### config.mk
export PLATFORM = sky130hd
export DESIGN_NAME = mouse_cfg_sequencer
export DESIGN_NICKNAME = d
export VERILOG_FILES = /design/src/rtl/mouse_pkg.sv /design/src/rtl/mouse_cfg_timer.sv /design/src/rtl/mouse_cfg_sequencer.sv
export SDC_FILE = /design/constraint.sdc
export NUM_CORES = 1
export LEC_CHECK = 0
export ABC_AREA = 1
export CORE_MARGIN = 2
export CORE_UTILIZATION = 50
export CTS_CLUSTER_DIAMETER = 200
export DETAILED_ROUTE_END_ITERATION = 6
export PLACE_DENSITY = 0.8
export SETUP_SLACK_MARGIN = 0.3
export SLEW_MARGIN = 10
export SYNTH_ARGS = -nofsm -noshare
export SYNTH_HDL_FRONTEND = slang
export SYNTH_HIERARCHICAL = 1
export SYNTH_SLANG_ARGS = --single-unit
### constraint.sdc
create_clock -name clk100MHz -period 2.95 [get_ports clk100MHz]
set_input_delay 0.885 -clock clk100MHz [delete_from_list [all_inputs] [get_ports clk100MHz]]
set_output_delay 0.885 -clock clk100MHz [all_outputs]
set_load 0.1 [all_outputs]
### src/rtl/mouse_pkg.sv
// Shared types and constants for the mouse configuration sequencer.
//   state_t : sequencer states (the GAP state is shared and returns to a stored state)
//   coord_t : 12-bit coordinate / load value as seen by the mouse core
//   SCREEN_* : default playfield bounds (1024x768) and cursor centre
package mouse_pkg;

  typedef logic [11:0] coord_t;

  typedef enum logic [2:0] {
    INIT_WAIT,
    LD_MAXX,
    LD_MAXY,
    LD_X,
    LD_Y,
    GAP,
    IDLE
  } state_t;

  localparam coord_t SCREEN_MAX_X    = 12'd1023;
  localparam coord_t SCREEN_MAX_Y    = 12'd767;
  localparam coord_t SCREEN_CENTER_X = 12'd512;
  localparam coord_t SCREEN_CENTER_Y = 12'd384;

  localparam int TMR_W = 16;

  // Unsigned saturation of a requested coordinate to its bound.
  function automatic coord_t clamp(input coord_t v, input coord_t lim);
    return (v > lim) ? lim : v;
  endfunction

endpackage

### src/rtl/mouse_cfg_timer.sv
// Loadable down-counter with a terminal-count flag.
//   clk_i, rst_i : clock, synchronous active-high reset (counter takes RST_VAL)
//   load_i       : load load_val_i this cycle (wins over dec_i)
//   load_val_i   : value to load
//   dec_i        : decrement by one, saturating at zero
//   done_o       : counter is zero
module mouse_cfg_timer #(
  parameter int            W       = 16,
  parameter logic [W-1:0]  RST_VAL = '0
) (
  input  logic         clk_i,
  input  logic         rst_i,
  input  logic         load_i,
  input  logic [W-1:0] load_val_i,
  input  logic         dec_i,
  output logic         done_o
);

  logic [W-1:0] cnt_q;

  always_ff @(posedge clk_i) begin
    if (rst_i) begin
      cnt_q <= RST_VAL;
    end else if (load_i) begin
      cnt_q <= load_val_i;
    end else if (dec_i && (cnt_q != '0)) begin
      cnt_q <= cnt_q - 1'b1;
    end
  end

  assign done_o = (cnt_q == '0);

endmodule

### src/rtl/mouse_cfg_sequencer.sv
// Drives the MouseCtl load interface: after reset loads the x/y bounds and centres
// the cursor, then serves recenter / warp requests one sequence at a time.
//   clk100MHz, rst          : clock, synchronous active-high reset
//   recenter_req, warp_req  : one-cycle request pulses (already synchronised)
//   warp_x, warp_y          : warp target, sampled with warp_req
//   value, setmax_x/y, setx/y : registered load data and one-hot load strobes
//   busy, cfg_done, seq_done  : sequence status
//
// state     | meaning
// INIT_WAIT | post-reset settle time before the first load
// LD_MAXX   | strobe setmax_x with the x bound
// LD_MAXY   | strobe setmax_y with the y bound
// LD_X      | strobe setx with the target x
// LD_Y      | strobe sety with the target y
// GAP       | strobe spacing; then continues at ret_q
// IDLE      | waiting for a request
module mouse_cfg_sequencer
  import mouse_pkg::*;
#(
  parameter coord_t      MAX_X       = SCREEN_MAX_X,
  parameter coord_t      MAX_Y       = SCREEN_MAX_Y,
  parameter coord_t      CENTER_X    = SCREEN_CENTER_X,
  parameter coord_t      CENTER_Y    = SCREEN_CENTER_Y,
  parameter int unsigned INIT_CYCLES = 1000,
  parameter int unsigned GAP_CYCLES  = 4
) (
  input  logic        clk100MHz,
  input  logic        rst,
  input  logic        recenter_req,
  input  logic        warp_req,
  input  logic [11:0] warp_x,
  input  logic [11:0] warp_y,
  output logic [11:0] value,
  output logic        setmax_x,
  output logic        setmax_y,
  output logic        setx,
  output logic        sety,
  output logic        busy,
  output logic        cfg_done,
  output logic        seq_done
);

  // Reset loads INIT_CYCLES and the state only leaves INIT_WAIT once the count
  // has reached zero, so the first strobe lands INIT_CYCLES+1 cycles after release.
  // A GAP is entered with GAP_CYCLES-1 so it lasts exactly GAP_CYCLES cycles.
  localparam logic [TMR_W-1:0] INIT_LOAD = TMR_W'(INIT_CYCLES);
  localparam logic [TMR_W-1:0] GAP_LOAD  = TMR_W'(GAP_CYCLES - 1);

  state_t state_q, state_d, ret_q, ret_d;
  logic   rec_pend_q, rec_pend_d, warp_pend_q, warp_pend_d;
  coord_t wx_q, wx_d, wy_q, wy_d, tx_q, tx_d, ty_q, ty_d;
  coord_t value_q, value_d, req_x, req_y;
  logic   setmax_x_q, setmax_y_q, setx_q, sety_q;
  logic   busy_q, cfg_done_q, seq_done_q, seq_done_d;
  logic   tmr_load, tmr_dec, tmr_done;
  logic   any_req, sel_rec, start_seq;

  mouse_cfg_timer #(
    .W       (TMR_W),
    .RST_VAL (INIT_LOAD)
  ) u_timer (
    .clk_i      (clk100MHz),
    .rst_i      (rst),
    .load_i     (tmr_load),
    .load_val_i (GAP_LOAD),
    .dec_i      (tmr_dec),
    .done_o     (tmr_done)
  );

  assign req_x   = clamp(warp_x, MAX_X);
  assign req_y   = clamp(warp_y, MAX_Y);
  // Same-cycle requests count as pending so IDLE and the final GAP can start at once.
  assign any_req = rec_pend_q | warp_pend_q | recenter_req | warp_req;
  assign sel_rec = rec_pend_q | recenter_req;

  always_comb begin
    state_d    = state_q;
    ret_d      = ret_q;
    tmr_load   = 1'b0;
    tmr_dec    = 1'b0;
    start_seq  = 1'b0;
    seq_done_d = 1'b0;

    case (state_q)
      INIT_WAIT: begin
        if (tmr_done) state_d = LD_MAXX;
        else          tmr_dec = 1'b1;
      end
      LD_MAXX: begin state_d = GAP; ret_d = LD_MAXY; tmr_load = 1'b1; end
      LD_MAXY: begin state_d = GAP; ret_d = LD_X;    tmr_load = 1'b1; end
      LD_X:    begin state_d = GAP; ret_d = LD_Y;    tmr_load = 1'b1; end
      LD_Y:    begin state_d = GAP; ret_d = IDLE;    tmr_load = 1'b1; end
      GAP: begin
        if (!tmr_done) begin
          tmr_dec = 1'b1;
        end else if (ret_q == IDLE) begin
          seq_done_d = 1'b1;
          // Back-to-back sequences skip IDLE so busy never drops in between.
          if (any_req) begin
            state_d   = LD_X;
            start_seq = 1'b1;
          end else begin
            state_d = IDLE;
          end
        end else begin
          state_d = ret_q;
        end
      end
      IDLE: begin
        if (any_req) begin
          state_d   = LD_X;
          start_seq = 1'b1;
        end
      end
      default: state_d = INIT_WAIT;
    endcase

    rec_pend_d  = rec_pend_q | recenter_req;
    warp_pend_d = warp_pend_q | warp_req;
    wx_d        = warp_req ? req_x : wx_q;
    wy_d        = warp_req ? req_y : wy_q;
    tx_d        = tx_q;
    ty_d        = ty_q;
    if (start_seq) begin
      if (sel_rec) begin
        rec_pend_d = 1'b0;
        tx_d       = CENTER_X;
        ty_d       = CENTER_Y;
      end else begin
        warp_pend_d = 1'b0;
        tx_d        = wx_d;
        ty_d        = wy_d;
      end
    end

    value_d = value_q;
    case (state_d)
      LD_MAXX: value_d = MAX_X;
      LD_MAXY: value_d = MAX_Y;
      LD_X:    value_d = tx_d;
      LD_Y:    value_d = ty_q;
      default: value_d = value_q;
    endcase
  end

  always_ff @(posedge clk100MHz) begin
    if (rst) begin
      state_q     <= INIT_WAIT;
      ret_q       <= LD_MAXY;
      rec_pend_q  <= 1'b0;
      warp_pend_q <= 1'b0;
      wx_q        <= '0;
      wy_q        <= '0;
      tx_q        <= CENTER_X;
      ty_q        <= CENTER_Y;
      value_q     <= '0;
      setmax_x_q  <= 1'b0;
      setmax_y_q  <= 1'b0;
      setx_q      <= 1'b0;
      sety_q      <= 1'b0;
      busy_q      <= 1'b1;
      cfg_done_q  <= 1'b0;
      seq_done_q  <= 1'b0;
    end else begin
      state_q     <= state_d;
      ret_q       <= ret_d;
      rec_pend_q  <= rec_pend_d;
      warp_pend_q <= warp_pend_d;
      wx_q        <= wx_d;
      wy_q        <= wy_d;
      tx_q        <= tx_d;
      ty_q        <= ty_d;
      value_q     <= value_d;
      setmax_x_q  <= (state_d == LD_MAXX);
      setmax_y_q  <= (state_d == LD_MAXY);
      setx_q      <= (state_d == LD_X);
      sety_q      <= (state_d == LD_Y);
      busy_q      <= (state_d != IDLE);
      cfg_done_q  <= cfg_done_q | seq_done_d;
      seq_done_q  <= seq_done_d;
    end
  end

  assign value    = value_q;
  assign setmax_x = setmax_x_q;
  assign setmax_y = setmax_y_q;
  assign setx     = setx_q;
  assign sety     = sety_q;
  assign busy     = busy_q;
  assign cfg_done = cfg_done_q;
  assign seq_done = seq_done_q;

endmodule

Yosys cells after proc, flatten, opt, wreduce, memory -nomap -nowiden
Index checks and enable logic that the tools add are counted.
{"block": "word_totals", "ff_bits": 91, "inputBits": 28, "elab_cells": 79}
{"block": "classes", "addsub": 1, "magnitude_cmp": 2, "n_eq_ne": 12, "mux": 29, "bitwise": 6, "n_reduce_logical": 11}
{"cell": "$mux 12", "n": 7}
{"cell": "$pmux 12 s4", "n": 1}
{"cell": "$gt 12x10->1 const B", "n": 2}
{"cell": "$pmux 3 s4", "n": 2}
{"cell": "$mux 10", "n": 2}
{"cell": "$logic_not 16->1", "n": 1}
{"cell": "$reduce_bool 16->1", "n": 1}
{"cell": "$sub 16x1->16 const B", "n": 1}
{"cell": "$eq 3x3->1 const B", "n": 5}
{"cell": "$mux 3", "n": 5}
{"cell": "$eq 3x2->1 const B", "n": 4}
{"cell": "$mux 1", "n": 11}
{"cell": "$reduce_bool 4->1", "n": 2}
{"cell": "$eq 3x1->1 const B", "n": 2}
{"cell": "$or 1x1->1", "n": 6}
{"cell": "$reduce_or 2->1", "n": 3}
{"cell": "$reduce_or 4->1", "n": 1}
{"cell": "$logic_not 3->1", "n": 1}
{"cell": "$ne 3x3->1 const B", "n": 1}
{"cell": "$pmux 1 s2", "n": 1}
{"cell": "$reduce_bool 2->1", "n": 1}
{"cell": "$logic_and 1x1->1", "n": 1}

Depth between registers and ports, before layout
Gate-level depths: netlist of run 1.
{"block": "logic_depth", "depth_word": 9, "ltp_mapped": 22, "depth_no_buf": 21}

Modules after synthesis
The synthesis of run 1 kept the hierarchy.
{"mod": "mouse_cfg_sequencer", "n_inst": 1, "cells_each": 436, "area_each_um2": 3311.9, "seq_area_each_um2": 1501.4}
{"mod": "mouse_cfg_timer", "n_inst": 1, "cells_each": 191, "area_each_um2": 1167.4, "seq_area_each_um2": 320.3}

Least setup slack after synthesis of run 1
No wires, ideal clock.
{"block": "synth_path", "kind": "register -> register", "start": "register u_timer.cnt_q[0]", "end": "register ty_q[10]", "setup_time_ps": 117, "t_arrival_ps": 2647, "required_ps": 2833, "slack_ps": 185, "stages_incl_launch_ff": 17, "synth_period_minus_slack_ps": 2765, "cell_sequence": "dfxtp_1 inv_1 ha_1 inv_1 nor2_1 nand3_1 nor2_1 nand2_1 nor4_1 nand2_1 nor2_1 nand3_2 nand2_2 buf_2 inv_1 buf_2 a32o_1"}
{"block": "synth_between", "elab_chain_cells": 3}
{"item": "from (decl)", "line_no": "mouse_cfg_timer.sv:19", "rtl": "logic [W-1:0] cnt_q;"}
{"item": "from (signal assigned)", "line_no": "mouse_cfg_timer.sv:25", "rtl": "cnt_q <= load_val_i;"}
{"item": "from (signal assigned)", "line_no": "mouse_cfg_timer.sv:27", "rtl": "cnt_q <= cnt_q - 1'b1;"}
{"item": "$logic_not 16->1", "line_no": "mouse_cfg_timer.sv:31", "rtl": "assign done_o = (cnt_q == '0);"}
{"item": "named net tmr_done", "line_no": "mouse_cfg_sequencer.sv:55", "rtl": "logic tmr_load, tmr_dec, tmr_done;"}
{"item": "$mux 1", "line_no": "mouse_cfg_sequencer.sv:94", "rtl": "if (!tmr_done) begin"}
{"item": "$pmux 1 s2", "line_no": "mouse_cfg_sequencer.sv:84", "rtl": "case (state_q)"}
{"item": "to (signal assigned)", "line_no": "mouse_cfg_sequencer.sv:172", "rtl": "ty_q <= ty_d;"}
{"item": "to (decl)", "line_no": "mouse_cfg_sequencer.sv:51", "rtl": "coord_t wx_q, wx_d, wy_q, wy_d, tx_q, tx_d, ty_q, ty_d;"}
The timed path passes the listed nets, and every way through them passes these cells.
A chain may end at the register's enable or synchronous reset.

Worst setup path after layout of run 1
{"block": "layout_path", "start": "input port warp_req", "end": "register value_q[5], in the netlist value[5]"}
{"block": "layout_between", "elab_chain_cells": 7}
{"item": "from (decl)", "line_no": "mouse_cfg_sequencer.sv:30", "rtl": "input logic warp_req,"}
{"item": "$or 1x1->1", "line_no": "mouse_cfg_sequencer.sv:73", "rtl": "assign any_req = rec_pend_q | warp_pend_q | recenter_req | warp_req;"}
{"item": "$mux 3 / $mux 1 (equally long branches)", "line_no": "mouse_cfg_sequencer.sv:99, mouse_cfg_sequencer.sv:110"}
{"item": "$mux 3 / $mux 1 (equally long branches)", "line_no": "mouse_cfg_sequencer.sv:96", "rtl": "end else if (ret_q == IDLE) begin"}
{"item": "$mux 3 / $mux 1 (equally long branches)", "line_no": "mouse_cfg_sequencer.sv:94"}
{"item": "$pmux 3 s4 / $pmux 1 s2 (equally long branches)", "line_no": "mouse_cfg_sequencer.sv:84"}
{"item": "$eq 3x3->1 (tied with other cells)", "line_no": "mouse_cfg_sequencer.sv:137", "rtl": "case (state_d)"}
{"item": "$pmux 12 s4 / $reduce_bool 4->1 (equally long branches)"}
{"item": "to (signal assigned)", "line_no": "mouse_cfg_sequencer.sv:173", "rtl": "value_q <= value_d;"}
{"item": "to (decl)", "line_no": "mouse_cfg_sequencer.sv:52", "rtl": "coord_t value_q, value_d, req_x, req_y;"}
Parallel ways exist; a longest one is shown, timed or not.

==> results of run 1 <==
-- registers in the layout (all words and copies together) (netlist names) --
signal	cells
u_timer/cnt_q	16
tx_q	12
ty_q	12
value	12
wx_q	12
wy_q	12
ret_q	3
state_q	3
busy	1
cfg_done	1
rec_pend_q	1
seq_done	1
setmax_x	1
setmax_y	1
setx	1
sety	1
warp_pend_q	1
-- layout make-up --
class	count	area, um^2
inverter	56	223
multi-input combinational	475	2540
fill	749	3230
clock buffer	10	128
clock inverter	6	88.8
timing repair buffer	62	553
sequential	91	1820
tap	108	135
-- synth_stat cells (all sizes together) --
master    n  share of area [%]
dfxtp    91                 41
nand2   155                 16
clkinv    2               0.45
ha        1               0.28
nor3      4               0.45
o21ai    48                5.6
xnor2     1               0.20
o21a      1               0.17
nor2    145                 15
xor2      3               0.59
clkbuf   10               0.84
a21oi    22                2.5
inv      54                4.5
nand3b    1               0.17
conb      2               0.17
a32o      8                1.8
nor4      1               0.14
o211ai    1               0.17
buf      10                1.2
nand3    53                7.1
a31oi     1               0.14
or2      13                1.8
-- layer usage --
layer | GRT usage [%] | part of all wire, % | wire length [um]
met1 | 29.2 | 45 | 4910
met2 | 40.1 | 49 | 5290
met3 | 3.55 | 4.1 | 440
met4 | 9.59 | 1.7 | 189
met5 | 0 | 0 | 0
-- cells by family (layout without fill, tap and decap cells) --
family,count (synthesis),count (layout),share of synthesized area [%]
compound gates,81,81,10.4
xor+xnor,4,4,0.782
fa+ha+maj,1,1,0.279
buf+inv,76,134,7.04
flops,91,91,40.7
other cells,2,16,0.168
simple gates,372,373,40.6
-- stage by stage --
step	utilization, %	std cells
4_1_cts	61.4	804
3_5_place_dp	58.1	783
6_report	63.0	808
2_1_floorplan	-	641
3_3_place_gp	58.1	783
5_1_grt	63.0	808
-- cell usage in the layout (no fill, tap or decap), drive strengths merged, types with 16 or more instances in the layout --
| cell | n |
|---|---|
| nand2 | 156 |
| nor2 | 145 |
| nand3 | 53 |
| buf | 35 |
| a21oi | 22 |
| o21ai | 48 |
| inv | 55 |
| clkdlybuf4s50 | 27 |
| conb | 16 |
| dfxtp | 91 |
-- worst min path at each step --
stage	startpoint	endpoint	cells after the start	slack (ns)
floorplan	wy_q[10]	wy_q[10]	2	0.42
global placement	wy_q[10]	wy_q[10]	2	0.43
detailed placement	wy_q[10]	wy_q[10]	2	0.43
CTS	wy_q[10]	wy_q[10]	2	0.44
global route	wy_q[11]	wy_q[11]	2	0.47
finish	wy_q[10]	wy_q[10]	2	0.44
-- what timing repair did --
item | in CTS | in global routing
setup endpoints to repair | 25 | 28
pin swaps | 7 | 17
setup buffers | 5 | 3
resized for setup | 10 | 27
cloned | 0 | 1
-- report_power, final --
group	switching (mW)	leakage, nW	internal, mW
Combinational	1.14	1.56	0.509
Clock	0.447	0.103	0.479
Sequential	0.208	0.745	1.41
-- worst min-delay path: cells and delay by family (launching register included) --
family	cells	cell delay [ns]
AND/OR/NAND/NOR	2	0.09
flip-flops	1	0.31
==> run summary, run 1 <==
The run finished with clean final reports. After routing the design area is 5490 um^2. The number of CTS-inserted buffers is 9.

The count of endpoints failing hold in the final timing report came out at 0. The reg2reg setup slack came out at 0.47 ns. The clock latency reported for the late side of the worst-skew pair came out at 0.36 ns. The wire length after detailed routing is 10800 um.

The cell area that synthesis handed to floorplanning was 4480 um^2. The number of clock sinks seen by CTS is 91. The final worst-path setup slack is 0.395 ns. The endpoint of the worst register-to-register path is value[8].

The post-synthesis sequential area ratio is 40.7%. The gate count after technology mapping came out at 627. The largest stage delay on the critical path is 0.47 ns. The number of antenna violations at the first check in global routing came out at 0. The cell type of the slowest stage on the worst timing path is clkdlybuf4s50_1. The final setup violation count came out at 0. In this run the vertical extent of the chip is 98.7 um. In this run the standard cell core region covers 8720 um^2. The number of core rows came out at 34. The routed via count is 4147.

The final-layout setup total negative slack is 0 ns. The global-route congestion overflow total is 0. Of the cells placed in the final design, the portion with a size suffix greater than 1 is 21.0%. The first-pass GRT wire length is 18600 um. The register clock-pin slew on the reported worst setup and hold paths is 0.08 ns. Across all hold checks on the routed design, the worst slack comes to 0.441 ns. The path type of the worst min-delay path is reg2reg.

The first detailed-routing pass took 4 iterations. STA puts the critical path data arrival time at 2.81 ns. The final weighted congestion of routability-driven global placement came out at 0.902.

The buffer depth of the longest clock path came out at 2. The synthesis-stage register bit count is 91. The starting density of the core is 51.4%. The routed length per placed instance is 13.4 um. The number of maximum-capacitance constraint violations came out at 0.

The floorplan step defined a die boundary enclosing 9730 um^2. The count of yosys warnings during synthesis came out at 6. STA classifies the critical path startpoint as a primary input. Static timing analysis puts the maximum clock frequency at 0.391 GHz. The buffering stage count on the worst path with inverters included came out at 2. The via count of the first global-routing pass is 4101. The cell area after placement came out at 5070 um^2. Summed over all nets, the half-perimeter wirelength after detailed placement is 7600 um. The placement-stage worst setup slack came out at 0.125 ns. Once detail routing completed, the nets flagged for antenna violations numbered 0.

The largest net degree at the start of global routing is 52. The horizontal extent of the die is 98.7 um. The relative area change from synthesis to final layout is 22.6%. In the finished design, the share of the clock period the worst path needs comes to 86.6%.

In this run the mean area of a mapped cell was 7.14 um^2. The post-route minimum period is 2.55 ns. The completed layout was analyzed and its total power is 4.19 mW. The power density of the placed cells is 763 nW/um^2. The launch point of the worst path is warp_req. Following the worst setup path forward leads to its endpoint at value[5].

The top cell family by delay on the critical path is simple AND/OR/NAND/NOR gates. The unique cell type count in the Yosys netlist is 38. Walking the worst path, the cells encountered are clkdlybuf4s50_1 -> nor2_2 -> nand2_2 -> nand2_4 -> nand2_2 -> nor2_8 -> nand2_4 -> nand2_2 -> nor2_4 -> buf_6 -> nor2_8 -> nand2_8 -> nor2_2 -> nor2_1. Among the stages of the critical path, the cell type that occurs most often is nand2_2. The critical path depth in cells came out at 14. The H-tree level count came out at 3. The data required time of the critical path came out at 3.21 ns. In the routed design, unresolved DRC markers number 0. Input and output buffers added on the ports amount to 46. After the last flow step, the layout net total stands at 724. STA classifies the critical path endpoint as a flip-flop. The CTS tree is yes. The worst register-to-register path begins at u_timer/cnt_q[0]. The ratio of routed vias to standard cells came out at 5.13. 47 I/O pins were placed. The worst-case clock skew is 0.00894 ns. CTS placed an instance of clkbuf_8 at the clock tree root. The worst reg-to-reg path cell count is 22. The total of hold buffers inserted after clock tree synthesis is 0. 0 antenna diodes ended up in the layout. The peak fanout along the critical path is 8. In this run the static leakage power is 2.41 nW. The number of max-slew violations in the final report came out at 0.

The worst-case IR drop observed on VDD is 0.495 mV. Setup repair after global routing left no endpoint under its margin. The critical path in this run is classified as in2reg. The total global-route track usage came out at 23.3%. The first routing iteration left 243 violations.
No activity file was read; power rests on OpenSTA's default activity.
==> run 2, diff against run 1 <==
--- a/config.mk
+++ b/config.mk
@@ -6,12 +6,13 @@
 export NUM_CORES = 1
 export LEC_CHECK = 0
 export ABC_AREA = 1
-export CORE_MARGIN = 2
+export CORE_MARGIN = 3
 export CORE_UTILIZATION = 50
 export CTS_CLUSTER_DIAMETER = 200
 export DETAILED_ROUTE_END_ITERATION = 6
 export PLACE_DENSITY = 0.8
 export SETUP_SLACK_MARGIN = 0.3
+export SKIP_CTS_REPAIR_TIMING = 1
 export SLEW_MARGIN = 10
 export SYNTH_ARGS = -nofsm -noshare
 export SYNTH_HDL_FRONTEND = slang
==> run summary, run 2 (synthesis results as in run 1) <==
The overall power of the completed layout came to 4.21 mW (+0.40%). The number of max-slew violations in the final report is 0 (unchanged). The final setup violation count is 0 (unchanged). The number of core rows came to 33 (-2.9%). The boundary pin count was 47 (unchanged).

The number of maximum-capacitance constraint violations is 0 (unchanged). The leakage component of the power came out at 2.39 nW (-0.81%). The number of CTS-inserted buffers came to 9 (unchanged).

The via count of the first global-routing pass came out at 3875 (-5.5%). The maximum VDD drop came out at 0.507 mV (+2.4%). The peak fanout along the critical path is 10 (+2). The diode insertion count for antenna repair is 0 (unchanged). The total global-route track usage came out at 22.0% (-1.3 points). TritonCTS built the clock tree.

The total die area is 10100 um^2 (+4.1%). The worst hold path belongs to the class reg2reg. The count of routing violations after the opening detailed-route iteration came out at 241 (-0.82%).

The floorplan die height came out at 101 um (+2.0%). The wire length after detailed routing came to 11000 um (+1.9%). The core outline area came to 8460 um^2 (-2.9%). The power density of the placed cells came out at 770 nW/um^2 (+0.93%). The net total in the final layout came to 721 (-0.41%).

The port buffer count is 46 (unchanged). The run finished with clean final reports. The clock latency reported for the late side of the worst-skew pair came out at 0.37 ns (about the same). The register clock-pin slew on the reported worst setup and hold paths is 0.10 ns (+0.02 ns).

The routed via count came out at 4129 (-0.43%). The number of iterations in the first detailed-routing pass came out at 4 (unchanged). The library cells used most frequently in the layout, excluding fill and tap cells, are nand2_1, nor2_1, dfxtp_1. The final HPWL from detailed placement came to 7640 um (+0.51%).

The worst setup path is captured at a flip-flop. The number of antenna violations at the first check in global routing came out at 0 (unchanged). The ratio of routed vias to standard cells is 5.15 (+0.44%). The timing-limited maximum frequency came out at 0.386 GHz (-1.5%). The period utilization is 87.9% (+1.3 points).

The H-tree level count is 3 (unchanged). The count of endpoints failing hold in the final timing report came to 0 (unchanged). The signal arrival time at the worst endpoint is 2.87 ns (+0.06 ns).

The DRC violations left is 0 (unchanged). The cell sitting at the root of the clock tree is a clkbuf_8. The final weighted congestion of routability-driven global placement was 0.869 (-3.7%). Setup repair after global routing could not meet its margin everywhere.

From synthesis to final layout, the design area changed by 22.0%. The library cell used most frequently in the layout, excluding fill and tap cells, is nand2_1. The global-route congestion overflow total is 0 (unchanged). The buffer depth of the longest clock path came out at 2 (unchanged). STA classifies the critical path startpoint as a flip-flop. The first-pass GRT wire length was 17900 um (-3.7%). The post-route minimum period is 2.59 ns (+0.0378 ns). The fraction of layout instances using a drive strength above 1 is 20.3% (-0.74 points). The horizontal extent of the die came out at 101 um (+2.0%). The largest net degree at the start of global routing is 36 (-31%). The number of clock sinks seen by CTS is 91 (unchanged). The register bank with the most flops is u_timer/cnt_q.

The data required time of the critical path is 3.22 ns (about the same). The number of flip-flops in the largest register is 16 (unchanged). The critical path in this run is classified as reg2reg. The starting density of the core was 52.9% (+1.6 points). The number of nets with antenna violations after detailed routing came to 0 (unchanged). The worst-case clock skew came to 0.0116 ns (+0.00271 ns).

The routed length per placed instance came out at 13.8 um (+2.8%). The final-layout setup total negative slack came out at 0 ns (unchanged).
==> run 2: routing by layer <==
| layer | vias to the layer above | track usage [%] | wire [um] |
|---|---|---|---|
| li1 | 2112 | - | - |
| met1 | 1896 | 28.9 | 4990 |
| met2 | 101 | 36.1 | 5320 |
| met3 | 20 | 4.15 | 519 |
| met4 | 0 | 7.88 | 216 |
| met5 | - | 0 | 0 |
==> run 2: path summary, 6_finish.rpt <==
path,start,endpoint,slack (ns),cells past startpoint
max,u_timer/cnt_q[0],value[7],0.36,20
min,wy_q[11],wy_q[11],0.45,2
max reg2reg,u_timer/cnt_q[0],value[7],0.36,20
min reg2reg,wy_q[11],wy_q[11],0.45,2
==> run 2: layout make-up <==
type                    instances  area, um^2
flip-flops and latches         91        1820
clock inverters                 5        86.3
repair buffers                 58         515
clock buffers                  10         128
well taps                     105         131
multi-input cells             476        2560
inverters                      56         223
fillers                       714        3000
==> run 2: per-stage QoR <==
step | cells | utilization (%) | setup WS [ns] | hold WS [ns] | area (um^2)
6_report | 801 | 64.6 | 0.357 | 0.450 | 5460
5_1_grt | 801 | 64.6 | 0.182 | 0.474 | 5460
4_1_cts | 795 | 62.2 | 0.0433 | 0.442 | 5260
3_5_place_dp | 780 | 59.7 | 0.0740 | 0.430 | 5050
3_3_place_gp | 780 | 59.7 | 0.0854 | 0.425 | 5050
2_1_floorplan | 641 | - | 0.406 | 0.416 | 4540
==> run 2: worst max-delay path: stages (launching register included) <==
cell,delay (ns)
dfxtp_2,0.34
inv_2,0.07
ha_4,0.14
inv_2,0.04
nor2_4,0.13
nand3_4,0.09
nor2_4,0.13
nand2_2,0.08
nor4_4,0.25
nand2_1,0.15
inv_1,0.08
nand2_1,0.06
nand2_2,0.16
nand2_4,0.09
nand2_2,0.08
nor2_4,0.05
buf_12,0.14
nor2_8,0.14
nand2_8,0.12
nor2_2,0.12
nor2_1,0.04
==> run 2: where the power goes <==
group / switching, mW / internal, mW / total (mW)
Clock: 0.467 / 0.481 / 0.948
Sequential: 0.191 / 1.41 / 1.60
Combinational: 1.15 / 0.508 / 1.66
Total: 1.81 / 2.40 / 4.21
==> run 3, diff against run 2 <==
--- a/config.mk
+++ b/config.mk
@@ -13,6 +13,7 @@
 export PLACE_DENSITY = 0.8
 export SETUP_SLACK_MARGIN = 0.3
 export SKIP_CTS_REPAIR_TIMING = 1
+export SKIP_LAST_GASP = 1
 export SLEW_MARGIN = 10
 export SYNTH_ARGS = -nofsm -noshare
 export SYNTH_HDL_FRONTEND = slang
==> results of run 3 <==
Same layout as run 2: the final DEF is identical, and so are final timing and power.
